[src/rtl/mem_pkg.sv]
`default_nettype none
// ============================================================================
//  Module      : mem_pkg
//  Description : Shared types and constants for the memory access unit:
//                access size codes, FSM state encoding, byte-enable
//                constants and the alignment rule.
//  Revision    : 1.0 - initial release
// ============================================================================
package mem_pkg;

  // Size code as issued by the controller on lb.
  typedef enum logic [1:0] {
    SZ_W  = 2'b00,  // word
    SZ_BS = 2'b01,  // byte, sign-extended
    SZ_BU = 2'b10,  // byte, zero-extended
    SZ_HS = 2'b11   // half, sign-extended
  } size_t;

  typedef enum logic [1:0] {
    ST_IDLE   = 2'b00,
    ST_ACCESS = 2'b01,
    ST_DONE   = 2'b10,
    ST_ERR    = 2'b11
  } state_t;

  localparam logic [3:0] BE_WORD = 4'b1111;
  localparam logic [3:0] BE_NONE = 4'b0000;

  // Word needs offset 00, half needs an even offset, byte is always aligned.
  function automatic logic is_aligned(input size_t size, input logic [1:0] off);
    logic ok;
    ok = 1'b1;
    case (size)
      SZ_W:    ok = (off == 2'b00);
      SZ_HS:   ok = (off[0] == 1'b0);
      default: ok = 1'b1;
    endcase
    return ok;
  endfunction

endpackage
`default_nettype wire

[src/rtl/lane_fmt.sv]
`default_nettype none
// ============================================================================
//  Module      : lane_fmt
//  Description : Combinational big-endian lane steering.
//                Read path : picks the byte/half lane out of the raw memory
//                            word and sign/zero-extends it.
//                Write path: replicates store data across lanes and builds
//                            the matching byte enables.
//                Lane order: offset 0 = bits [31:24].
//  Ports       : mem_rd   in  32  raw memory word
//                rd_off   in  2   byte offset of the load
//                rd_size  in  2   size code of the load
//                wd       in  32  right-aligned store data
//                wr_off   in  2   byte offset of the store
//                wr_size  in  2   size code of the store
//                rd_next  out 32  formatted load data
//                mem_wd   out 32  lane-replicated store data
//                mem_be   out 4   store byte enables (bit3 = [31:24])
//  Revision    : 1.0 - initial release
// ============================================================================
module lane_fmt
  import mem_pkg::*;
(
  input  logic [31:0] mem_rd,
  input  logic [1:0]  rd_off,
  input  logic [1:0]  rd_size,
  input  logic [31:0] wd,
  input  logic [1:0]  wr_off,
  input  logic [1:0]  wr_size,
  output logic [31:0] rd_next,
  output logic [31:0] mem_wd,
  output logic [3:0]  mem_be
);

  logic [7:0]  byte_lane;
  logic [15:0] half_lane;

  always_comb begin
    byte_lane = mem_rd[31:24];
    case (rd_off)
      2'd0:    byte_lane = mem_rd[31:24];
      2'd1:    byte_lane = mem_rd[23:16];
      2'd2:    byte_lane = mem_rd[15:8];
      default: byte_lane = mem_rd[7:0];
    endcase
    // Halves are only legal at offsets 0 and 2, so bit 1 picks the lane.
    half_lane = rd_off[1] ? mem_rd[15:0] : mem_rd[31:16];

    rd_next = mem_rd;
    case (size_t'(rd_size))
      SZ_W:    rd_next = mem_rd;
      SZ_BS:   rd_next = {{24{byte_lane[7]}}, byte_lane};
      SZ_BU:   rd_next = {24'h000000, byte_lane};
      default: rd_next = {{16{half_lane[15]}}, half_lane};
    endcase
  end

  always_comb begin
    mem_wd = wd;
    mem_be = BE_WORD;
    case (size_t'(wr_size))
      SZ_W: begin
        mem_wd = wd;
        mem_be = BE_WORD;
      end
      SZ_HS: begin
        mem_wd = {2{wd[15:0]}};
        mem_be = wr_off[1] ? 4'b0011 : 4'b1100;
      end
      default: begin
        mem_wd = {4{wd[7:0]}};
        mem_be = 4'b1000 >> wr_off;
      end
    endcase
  end

endmodule
`default_nettype wire

[src/rtl/mem_access_unit.sv]
`default_nettype none
// ============================================================================
//  Module      : mem_access_unit
//  Description : Memory port stage behind the multicycle controller. Accepts
//                one request, checks alignment, runs a variable-latency
//                mem_req/mem_ack handshake with a timeout, and returns
//                formatted load data. busy stalls the controller meanwhile.
//  Ports       : clk      in  1   clock, rising edge
//                reset    in  1   asynchronous active-low reset
//                req      in  1   start access (1-cycle pulse)
//                we       in  1   1 = store, 0 = load
//                lb       in  2   size code (00 W, 01 BS, 10 BU, 11 HS)
//                adr      in  AW  byte address
//                wd       in  DW  right-aligned store data
//                rd       out DW  formatted load data (registered)
//                busy     out 1   access in flight
//                done     out 1   completion pulse
//                err      out 1   misalign / timeout pulse
//                mem_req  out 1   memory request, held until mem_ack
//                mem_we   out 1   memory write strobe
//                mem_adr  out AW  word-aligned address
//                mem_be   out 4   byte enables, bit3 = [31:24]
//                mem_wd   out DW  lane-replicated store data
//                mem_ack  in  1   memory done, mem_rd valid with it
//                mem_rd   in  DW  raw memory read word
//  Revision    : 1.0 - initial release
// ============================================================================
module mem_access_unit
  import mem_pkg::*;
#(
  parameter int AW      = 32,
  parameter int DW      = 32,
  parameter int MAXWAIT = 15
) (
  input  logic          clk,
  input  logic          reset,
  input  logic          req,
  input  logic          we,
  input  logic [1:0]    lb,
  input  logic [AW-1:0] adr,
  input  logic [DW-1:0] wd,
  output logic [DW-1:0] rd,
  output logic          busy,
  output logic          done,
  output logic          err,
  output logic          mem_req,
  output logic          mem_we,
  output logic [AW-1:0] mem_adr,
  output logic [3:0]    mem_be,
  output logic [DW-1:0] mem_wd,
  input  logic          mem_ack,
  input  logic [DW-1:0] mem_rd
);

  // Last counter value at which a missing ack is still tolerated.
  localparam logic [3:0] WAIT_LAST = 4'(MAXWAIT - 1);

  state_t        state_q,   state_d;
  logic [3:0]    cnt_q,     cnt_d;
  logic [DW-1:0] rd_q,      rd_d;
  logic          mem_req_q, mem_req_d;
  logic          mem_we_q,  mem_we_d;
  logic [AW-1:0] mem_adr_q, mem_adr_d;
  logic [3:0]    mem_be_q,  mem_be_d;
  logic [DW-1:0] mem_wd_q,  mem_wd_d;
  size_t         size_q,    size_d;
  logic [1:0]    off_q,     off_d;

  logic [DW-1:0] fmt_rd;
  logic [DW-1:0] fmt_wd;
  logic [3:0]    fmt_be;

  // Read path formats with the latched request; write path formats the
  // incoming request so the lanes are ready when mem_req rises.
  lane_fmt u_lane_fmt (
    .mem_rd  (mem_rd),
    .rd_off  (off_q),
    .rd_size (size_q),
    .wd      (wd),
    .wr_off  (adr[1:0]),
    .wr_size (lb),
    .rd_next (fmt_rd),
    .mem_wd  (fmt_wd),
    .mem_be  (fmt_be)
  );

  always_comb begin
    state_d   = state_q;
    cnt_d     = cnt_q;
    rd_d      = rd_q;
    mem_req_d = mem_req_q;
    mem_we_d  = mem_we_q;
    mem_adr_d = mem_adr_q;
    mem_be_d  = mem_be_q;
    mem_wd_d  = mem_wd_q;
    size_d    = size_q;
    off_d     = off_q;

    unique case (state_q)
      ST_IDLE: begin
        if (req) begin
          if (is_aligned(size_t'(lb), adr[1:0])) begin
            state_d   = ST_ACCESS;
            cnt_d     = 4'd0;
            size_d    = size_t'(lb);
            off_d     = adr[1:0];
            mem_req_d = 1'b1;
            mem_we_d  = we;
            mem_adr_d = {adr[AW-1:2], 2'b00};
            mem_be_d  = we ? fmt_be : BE_NONE;
            mem_wd_d  = fmt_wd;
          end else begin
            state_d = ST_ERR;
          end
        end
      end
      ST_ACCESS: begin
        // An ack in the timeout cycle is checked first, so it wins.
        if (mem_ack) begin
          if (!mem_we_q) begin
            rd_d = fmt_rd;
          end
          mem_req_d = 1'b0;
          mem_we_d  = 1'b0;
          state_d   = ST_DONE;
        end else if (cnt_q == WAIT_LAST) begin
          mem_req_d = 1'b0;
          mem_we_d  = 1'b0;
          state_d   = ST_ERR;
        end else if (cnt_q != 4'hF) begin
          cnt_d = cnt_q + 4'd1;
        end
      end
      ST_DONE: state_d = ST_IDLE;
      ST_ERR:  state_d = ST_IDLE;
      default: state_d = ST_IDLE;
    endcase
  end

  always_ff @(posedge clk or negedge reset) begin
    if (!reset) begin
      state_q   <= ST_IDLE;
      cnt_q     <= 4'd0;
      rd_q      <= '0;
      mem_req_q <= 1'b0;
      mem_we_q  <= 1'b0;
      mem_adr_q <= '0;
      mem_be_q  <= BE_NONE;
      mem_wd_q  <= '0;
      size_q    <= SZ_W;
      off_q     <= 2'b00;
    end else begin
      state_q   <= state_d;
      cnt_q     <= cnt_d;
      rd_q      <= rd_d;
      mem_req_q <= mem_req_d;
      mem_we_q  <= mem_we_d;
      mem_adr_q <= mem_adr_d;
      mem_be_q  <= mem_be_d;
      mem_wd_q  <= mem_wd_d;
      size_q    <= size_d;
      off_q     <= off_d;
    end
  end

  assign rd      = rd_q;
  assign busy    = (state_q == ST_ACCESS);
  assign done    = (state_q == ST_DONE);
  assign err     = (state_q == ST_ERR);
  assign mem_req = mem_req_q;
  assign mem_we  = mem_we_q;
  assign mem_adr = mem_adr_q;
  assign mem_be  = mem_be_q;
  assign mem_wd  = mem_wd_q;

endmodule
`default_nettype wire

[config.mk]
export PLATFORM = sky130hd
export DESIGN_NAME = mem_access_unit
export DESIGN_NICKNAME = d
export VERILOG_FILES = /design/src/rtl/mem_pkg.sv /design/src/rtl/lane_fmt.sv /design/src/rtl/mem_access_unit.sv
export SDC_FILE = /design/constraint.sdc
export NUM_CORES = 1
export LEC_CHECK = 0
export ABC_AREA = 1
export CAP_MARGIN = 20
export CORE_ASPECT_RATIO = 1.4
export CORE_MARGIN = 5
export CORE_UTILIZATION = 44
export CTS_CLUSTER_SIZE = 8
export DETAILED_ROUTE_END_ITERATION = 10
export PLACE_DENSITY = 0.88
export SETUP_SLACK_MARGIN = 0.2
export SLEW_MARGIN = 10
export SYNTH_ARGS = -nofsm -noshare
export SYNTH_HDL_FRONTEND = slang
export SYNTH_SLANG_ARGS = --single-unit
[constraint.sdc]
create_clock -name clk -period 1.6 [get_ports clk]
set_clock_uncertainty 0.05 [all_clocks]
set_input_delay 0.16 -clock clk [delete_from_list [all_inputs] [get_ports clk]]
set_output_delay 0.16 -clock clk [all_outputs]
set_load 0.01 [all_outputs]
==> results of run 1 <==
==> metrics by stage <==
stage | hold WS (ns) | std cells | area, sq um | util (%) | setup TNS [ns]
2_1_floorplan | -0.186 | 714 | 5410 | - | 0
3_3_place_gp | 0.237 | 1074 | 7840 | 64.3 | -26.16
3_5_place_dp | 0.240 | 1074 | 7840 | 64.3 | -30.88
4_1_cts | 0.253 | 1122 | 8790 | 72.1 | 0
5_1_grt | 0.284 | 1136 | 9230 | 75.7 | -2.17
6_report | 0.277 | 1136 | 9230 | 75.7 | -0.183
==> worst max-delay path, delay by kind of cell, from the launching register on <==
family,cells,cell delay (ns)
simple gates,3,0.24
compound gates,1,0.14
buf+inv,6,0.70
flops,1,0.43
==> layer usage <==
layer / vias to the layer above / part of all wire (%) / global-route usage, %
li1: 2783 / - / -
met1: 2903 / 35 / 28.6
met2: 381 / 51 / 44.8
met3: 82 / 8.8 / 6.78
met4: 0 / 5.6 / 13.9
met5: - / 0 / 0
==> cell type report <==
| cell class | instances | area (sq um) |
|---|---|---|
| inverters | 47 | 203 |
| flip-flops and latches | 110 | 2750 |
| well taps | 150 | 188 |
| repair buffers | 289 | 3050 |
| repair inverters | 2 | 20.0 |
| fillers | 786 | 2960 |
| clock inverters | 7 | 56.3 |
| multi-input cells | 522 | 2740 |
| clock buffers | 9 | 225 |
==> cell families after synthesis <==
kind of cell               after synthesis
buffers and inverters                   83
other                                    1
adders and majority gates                4
and+or+nand+nor                        405
AOI/OAI and AO/OA                      110
DFF                                    110
==> worst min-delay path by stage <==
stage / start / endpoint / slack (ns)
after detailed placement: reset / rd[5]$_DFFE_PN0P_ / 0.24
after CTS: lb[1] / size_q[1]$_DFFE_PN0P_ / 0.25
after global placement: reset / rd[2]$_DFFE_PN0P_ / 0.24
after global routing: adr[11] / mem_adr[11]$_DFFE_PN0P_ / 0.28
after floorplan: reset / cnt_q[0]$_DFFE_PN0P_ / -0.19
final: lb[1] / size_q[1]$_DFFE_PN0P_ / 0.28
==> report_power, final <==
group	switching [mW]	internal (mW)
Sequential	0.935	4.09
Combinational	4.75	4.22
Clock	1.12	1.08
==> cells in the final DEF (no fill, tap or decap), drive strengths merged <==
cell / instances
conb: 2
a32oi: 7
nand3: 11
dlygate4sd3: 1
nand3b: 4
o21ai: 58
or2: 5
a21oi: 34
ha: 4
dlygate4sd2: 102
bufbuf: 3
clkdlybuf4s15: 1
nor3: 1
clkinv: 4
a22o: 1
a31oi: 8
clkbuf: 11
o21bai: 1
buf: 81
nor2: 93
dfrtp: 110
nand2: 291
inv: 52
clkdlybuf4s50: 99
nand4: 1
a21boi: 1
==> registers in the layout, summed over array words and instances, names as in the netlist <==
| name | count |
|---|---|
| mem_we | 1 |
| state_q | 2 |
| rd | 32 |
| mem_req | 1 |
| size_q | 2 |
| mem_adr | 30 |
| off_q | 2 |
| cnt_q | 4 |
| mem_be | 4 |
| mem_wd | 32 |
==> what timing repair did <==
item | in CTS | in global routing
endpoints found under the setup margin | 211 | 112
hold buffers | 1 | 0
setup buffers | 19 | 11
hold endpoints to repair | 110 | 0
cloned | 12 | 3
gates resized for setup | 239 | 90
pin swaps | 36 | 27
==> impl_metrics.ini, run 1 <==
[clock_network]
path_clk_slew_ns = 0.08
cts_buffers = 9
clk_path_buf_depth = 2
clock-sinks = 110
cts_tree = done
h-tree-depth = 3
root_buffer = clkbuf_16
clk_latency_ns = 0.36

[worst_hold_path]
holdCritPathClass = in2reg
hold_path_depth = 4

[floorplan]
io_pins = 208
row_count = 48
coreArea_sq_um = 12200
dieArea_sq_um = 14600
die_w_um = 104
die_y_um = 141
initial_core_util_pct = 44.3

[sta]
worst_slew_pin_slew_ns = 0.610
fin_crit_sh_pct = 103
slew_violations = 0
setup_ws_ns = -0.0420
period_needed_ns = 1.64
hold_violations = 0
rsz0062_at_grt = yes
setup_viol = 10
clock.fmax_mhz = 609
relSlewSlack_pct = 59.3

[critical_path]
r2r_slack_ns = -0.04
start_kind = flop
cp_slowest_cell = dfrtp_1
max_stage_delay_ns = 0.43
r2r-end = rd[22]$_DFFE_PN0P_
cp_max_fo = 7
arrival_ns = 1.87
reg2regPathDepth = 10
cp-startpoint = state_q[1]$_DFFE_PN0P_
r2r_start = state_q[1]$_DFFE_PN0P_
path_common_cell = buf_6
cp_cell_sequence = buf_6 > inv_6 > nand2_4 > nor2_4 > buf_12 > buf_16 > buf_6 > buf_6 > nor2_2 > a21oi_2
path_class = reg2reg
critPathCapture = rd[22]$_DFFE_PN0P_
required_ns = 1.82
endpoint_kind = flop

[power]
peakVddDrop_uv = 1110
power.density_nw_per_um2 = 1760
p_leak_nw = 4.66
design_power_total_mw = 16.2

[placed_design]
place_hpwl_um = 12600
gp_congestion = 0.917
dp_slack_ns = -0.478
io_buffers = 205

[logic_synthesis]
synth_compound_area_share_pct = 11.0
yosysUniqueCellTypes = 33
synth_common_cells = 287 x nand2_1, 110 x dfrtp_1, 90 x nor2_1
synth_top_family_by_area = simple AND/OR/NAND/NOR gates
synth_edf_count = 0
synth_xor_area_share_pct = 0
synthCells = 713
synth_fa_ha_area_share_pct = 0.926
synthArstFlopShare_pct = 100
syn_area_sq_um = 5410
yosysWarnings = 0
ys.flop_type = dfrtp_1
synth.area.top_cells = dfrtp_1 51%, nand2_1 20%, nor2_1 6.3%, o21ai_0 4.0%, a21oi_1 3.1%
avgSynthCellArea_sq_um = 7.58
synth-simple-area-share_pct = 29.7
yosys.area.top_type = dfrtp_1
synth_mux_area_share_pct = 0
synth_seq_cells = 110
ys_seq_area_share_pct = 50.9
synth_top_area_share_pct = 50.9
post-synth-top-count-cell = nand2_1

[final_layout]
drive_gt1_share_pct = 23.1
syn_to_final_growth_pct = 70.8
fin_nets = 1088
antenna-diode-count = 0

[global_routing]
grt.total_usage_pct = 25.7
grt_max_degree = 111
overflow = 0
grt_pass1_vias = 6051
grt_pass1_wl_um = 30400
grt_antenna_before_repair = 0

[job]
drv_cap = 0

[drt]
ant_nets = 0
routed_wl_um = 21000
post_drt_wl_per_cell_um = 18.5
drc = 0
drt_first_pass_iters = 5
via_per_inst = 5.41
vias = 6149
drt-initial-drc-count = 356

[outcome]
outcome = finished, violations left
violations = negative setup slack
Note: power is estimated with default switching activity, not from simulation.
==> run 2: changes to the inputs <==
--- a/config.mk
+++ b/config.mk
@@ -13,6 +13,7 @@
 export CTS_CLUSTER_SIZE = 8
 export DETAILED_ROUTE_END_ITERATION = 10
 export PLACE_DENSITY = 0.88
+export REMOVE_ABC_BUFFERS = 1
 export SETUP_SLACK_MARGIN = 0.2
 export SLEW_MARGIN = 10
 export SYNTH_ARGS = -nofsm -noshare
==> impl_metrics.ini, run 2 (same netlist as run 1, synthesis figures left out) <==
[clock_network]
clk_path_buf_depth = 2
cts_buffers = 9
clk_latency_ns = 0.35
clock-sinks = 110
path_clk_slew_ns = 0.08
cts_tree = done
h-tree-depth = 3
root_buffer = clkbuf_16

[job]
drv_cap = 0

[power]
power.density_nw_per_um2 = 1690
p_seq_share_pct = 31.8
p_comb_share_pct = 54.4
internal_power_mw = 9.30
p_leak_nw = 4.73
p_clk_share_pct = 13.9
power_switching_mw = 6.45
sw_frac_of_total_pct = 40.9
peakVddDrop_uv = 880

[global_routing]
overflow = 0
grt_use_met2_pct = 46.3
grt_max_degree = 39
busiest_layer = met2
grt_pass1_wl_um = 30700
grt_antenna_before_repair = 0
met3_usage_pct = 8.43
grt.total_usage_pct = 25.8
grt_pass1_vias = 6142
met1_usage_pct = 26.7

[final_layout]
fillers = 846
regArea_sq_um = 2760
fin_nets = 1095
final_util_pct = 76.3
antenna-diode-count = 0
drive_gt1_share_pct = 21.9
layout.cells.non_filler = 1143
final_cell_mix = 233 x nand2_1, 108 x dfrtp_1, 101 x dlygate4sd2_1
syn_to_final_growth_pct = 72.1
multi_input_comb_area_sq_um = 2580
final_common_cell = nand2_1

[critical_path]
cp-startpoint = state_q[0]$_DFFE_PN0P_
path_class = reg2reg
max_stage_delay_ns = 0.46
r2r_slack_ns = -0.006
r2r-end = mem_wd[4]$_DFFE_PN0P_
critPathCapture = mem_wd[4]$_DFFE_PN0P_
r2r_start = state_q[0]$_DFFE_PN0P_
cpLargestDelayFamily = simple AND/OR/NAND/NOR gates
endpoint_kind = flop
arrival_ns = 1.79
start_kind = flop
reg2regPathDepth = 9
cp_max_fo = 9
cp_cell_sequence = nor2_4 > nand2_4 > nor2_4 > buf_8 > buf_12 > inv_16 > buf_12 > nand2_1 > nand2_1
cp_slowest_cell = dfrtp_2
crit_buf_inv = 4
required_ns = 1.78
cp.depth = 9

[floorplan]
die_w_um = 104
coreArea_sq_um = 12200
initial_core_util_pct = 44.3
die_y_um = 141
row_count = 48
dieArea_sq_um = 14600
io_pins = 208

[drt]
drt_first_pass_iters = 5
vias = 6149
post_drt_wl_per_cell_um = 18.5
drt-initial-drc-count = 278
via_per_inst = 5.38
routed_wl_um = 21100
ant_nets = 0
drc = 0

[outcome]
outcome = finished, violations left
violations = negative setup slack

[sta]
period_needed_ns = 1.61
setup_viol = 1
fin_crit_sh_pct = 100
setup_ws_ns = -0.00613
setup_tns_ns = -0.00613
rsz0062_at_grt = yes
hold_violations = 0
slew_violations = 0
clock.fmax_mhz = 623

[placed_design]
placed_cells = 1070
io_buffers = 205
place_hpwl_um = 12700
gp_congestion = 0.908

[worst_hold_path]
holdCritPathClass = in2async
[run 2: layer usage]
metal	up-vias	part of all wire, %
met5	-	0
met4	0	4.9
met3	82	9.2
met2	353	53
met1	2918	33
li1	2796	-
[run 2: power by group through the flow]
| stage | clock network [mW] | registers (mW) | logic [mW] |
|---|---|---|---|
| final | 2.18 | 5.01 | 8.56 |
| after global routing | 2.31 | 5.18 | 9.33 |
| after CTS | 2.20 | 4.87 | 7.64 |
| after detailed placement | 0 | 4.92 | 7.29 |
| after global placement | 0 | 4.89 | 7.12 |
| after floorplan | 0 | 5.44 | 2.61 |
[run 2: worst register-to-register path, stage by stage, from the launching register on]
cell and delay, ns:
dfrtp_2 0.46, nor2_4 0.16, nand2_4 0.08, nor2_4 0.16
buf_8 0.13, buf_12 0.11, inv_16 0.06, buf_12 0.14
nand2_1 0.07, nand2_1 0.07
[run 2: repair_timing]
item,in CTS,in global routing
gates resized for setup,195,94
gates cloned,15,6
setup endpoints to repair,209,112
setup buffers,21,14
pin swaps,21,28
hold endpoints to repair,21,0
hold buffers,1,0
[run 2: layout make-up]
type	count	area share [%]
repair inverters	1	0.215
clock buffers	9	2.42
multi-input cells	521	27.8
inverters	47	2.23
flip-flops and latches	110	29.6
repair buffers	298	35.1
clock inverters	7	0.605
well taps	150	2.02
[run 2: stage by stage]
step / worst slack, ns / area, sq um / total power [mW] / hold WS [ns]
after detailed placement: -0.518 / 7810 / 12.2 / 0.0464
after CTS: 0.0890 / 8780 / 14.7 / 0.213
after global placement: -0.426 / 7810 / 12.0 / 0.0387
final: -0.00613 / 9300 / 15.8 / 0.221
after floorplan: -1.03 / 5190 / 8.04 / -0.186
after global routing: -0.0865 / 9300 / 16.8 / 0.253
[run 2: worst min path at each step]
stage                     startpoint                   end  slack, ns  depth (start not counted)
final                          reset    rd[21]$_DFFE_PN0P_       0.22                          2
after global placement         reset    rd[18]$_DFFE_PN0P_       0.04                          1
after CTS                      reset    rd[21]$_DFFE_PN0P_       0.21                          2
after global routing           reset    rd[21]$_DFFE_PN0P_       0.25                          2
after detailed placement       reset    rd[21]$_DFFE_PN0P_       0.05                          1
after floorplan                reset  cnt_q[0]$_DFFE_PN0P_      -0.19                          0
==> run 3: changes to the inputs <==
--- a/config.mk
+++ b/config.mk
@@ -7,7 +7,6 @@
 export LEC_CHECK = 0
 export ABC_AREA = 1
 export CAP_MARGIN = 20
-export CORE_ASPECT_RATIO = 1.4
 export CORE_MARGIN = 5
 export CORE_UTILIZATION = 44
 export CTS_CLUSTER_SIZE = 8
==> impl_metrics.ini, run 3 (same netlist as run 1, synthesis figures left out) <==
[floorplan]
coreArea_sq_um = 12000
die_y_um = 121
die_w_um = 121
initial_core_util_pct = 45.0
io_pins = 208
row_count = 40
dieArea_sq_um = 14600

[critical_path]
cp_max_fo = 17
endpoint_kind = flop
arrival_ns = 1.69
cp_cell_sequence = nor2_4 > nand2_2 > nor2_4 > buf_6 > inv_8 > clkbuf_16 > nand2_1 > o21ai_1
start_kind = flop
crit_buf_inv = 3
required_ns = 1.78
cp_slowest_cell = dfrtp_2
r2r_start = state_q[0]$_DFFE_PN0P_
max_stage_delay_ns = 0.45
r2r_slack_ns = 0.1
r2r-end = mem_wd[13]$_DFFE_PN0P_
cpLargestDelayFamily = flip-flops
path_common_cell = nor2_4
reg2regPathDepth = 8
path_class = reg2reg

[clock_network]
h-tree-depth = 3
cts_buffers = 9
root_buffer = clkbuf_16
clk_latency_ns = 0.35
path_clk_slew_ns = 0.07
clk_path_buf_depth = 2
cts_tree = done
clock-sinks = 110

[sta]
clock.fmax_mhz = 666
relSlewSlack_pct = 57.8
fin_crit_sh_pct = 93.8
hold_violations = 0
worst_slew_pin_slew_ns = 0.634
slew_violations = 0
rsz0062_at_grt = yes
period_needed_ns = 1.50
setup_ws_ns = 0.0993
setup_viol = 0

[global_routing]
met1_usage_pct = 29.3
grt_max_degree = 111
overflow = 0
grt_antenna_before_repair = 0
grt.total_usage_pct = 25.7
busiest_layer = met2
grt_use_met2_pct = 44.8
met3_usage_pct = 8.23
grt_pass1_wl_um = 29700
grt_pass1_vias = 5914

[final_layout]
final_cell_mix = 264 x nand2_1, 105 x dfrtp_1, 100 x dlygate4sd2_1
final_common_cell = nand2_1
stdcell_area_sq_um = 8920
syn_to_final_growth_pct = 65.1
drive_gt1_share_pct = 19.5
fillers = 837
fin_nets = 1079
antenna-diode-count = 0
final_util_pct = 74.3

[worst_hold_path]
hold_path_depth = 4
hp-start = lb[0]
min_to = size_q[0]$_DFFE_PN0P_
holdCritPathClass = in2reg

[drt]
drt-initial-drc-count = 491
routed_wl_um = 19300
ant_nets = 0
drc = 0
via_per_inst = 5.24
post_drt_wl_per_cell_um = 17.1
vias = 5888
drt_first_pass_iters = 5

[placed_design]
place_area_sq_um = 7790
io_buffers = 205
place_hpwl_um = 12600
gp_congestion = 0.881
dp_slack_ns = -0.579

[power]
peakVddDrop_uv = 939
power.density_nw_per_um2 = 1730
p_leak_nw = 4.55

[outcome]
outcome = complete, no violations

[job]
drv_cap = 0
## run 3: changes by cell type in the layout (fill, tap and decap cells not counted), moves of 4 or more
| cell | before | now |
|---|---|---|
| buf_12 | 16 | 9 |
| a21oi_1 | 34 | 26 |
| clkbuf_16 | 16 | 11 |
| buf_4 | 47 | 40 |
| buf_16 | 14 | 6 |
| nand3_2 | 0 | 4 |
| nand2_1 | 233 | 264 |
| nand3_1 | 10 | 6 |
| a21oi_2 | 0 | 8 |
| nor2_1 | 80 | 75 |
| nand2_2 | 50 | 22 |
| nor2_4 | 7 | 11 |
| buf_6 | 4 | 17 |
## run 3: layout make-up
cell class                 instances  area, sq um  area share, %
tap                              147          184           2.06
clock inverter                     7         98.8           1.11
sequential                       110         2760           30.9
multi-input combinational        521         2580           28.9
inverter                          47          199           2.23
timing repair buffer             283         2880           32.3
clock buffer                       9          225           2.52
## run 3: repair_timing
action,CTS,global route
hold buffers,1,0
gates resized for setup,159,115
endpoints found under the setup margin,212,112
pin swaps,18,25
endpoints found under the hold margin,110,0
setup buffers,24,5
cloned,6,3
## run 3: worst max path at each step
| stage | from | to | slack (ns) | cells past startpoint |
|---|---|---|---|---|
| floorplan | lb[0] | mem_wd[10]$_DFFE_PN0P_ | -1.03 | 9 |
| global placement | lb[0] | mem_adr[7]$_DFFE_PN0P_ | -0.44 | 11 |
| detailed placement | lb[1] | mem_wd[30]$_DFFE_PN0P_ | -0.58 | 10 |
| CTS | state_q[0]$_DFFE_PN0P_ | busy | 0.09 | 5 |
| global route | state_q[0]$_DFFE_PN0P_ | mem_wd[13]$_DFFE_PN0P_ | 0.03 | 8 |
| finish | state_q[0]$_DFFE_PN0P_ | mem_wd[13]$_DFFE_PN0P_ | 0.1 | 8 |
## run 3: worst register-to-register path: stages (launching register included)
cell and delay, ns:
dfrtp_2 0.45, nor2_4 0.13, nand2_2 0.08, nor2_4 0.15
buf_6 0.14, inv_8 0.06, clkbuf_16 0.19, nand2_1 0.07
o21ai_1 0.07
## run 3: routing by layer
layer / vias to the layer above / routed length, um
li1: 2759 / -
met1: 2778 / 6960
met2: 308 / 9830
met3: 43 / 1970
met4: 0 / 499
met5: - / 0
## run 3: metrics by stage
stage	power [mW]	hold WS, ns	setup TNS [ns]	cells
after floorplan	8.04	-0.186	-85.42	678
after global placement	12.0	0.231	-32.04	1069
after detailed placement	12.3	0.241	-39.22	1069
after CTS	14.6	0.213	0	1116
after global routing	16.5	0.239	0	1124
final	15.5	0.213	0	1124
## run 3: report_power, final
part           switching, mW  internal (mW)  total [mW]
registers              0.877           4.10        4.97
logic                   4.27           3.77        8.04
clock network           1.07           1.38        2.45
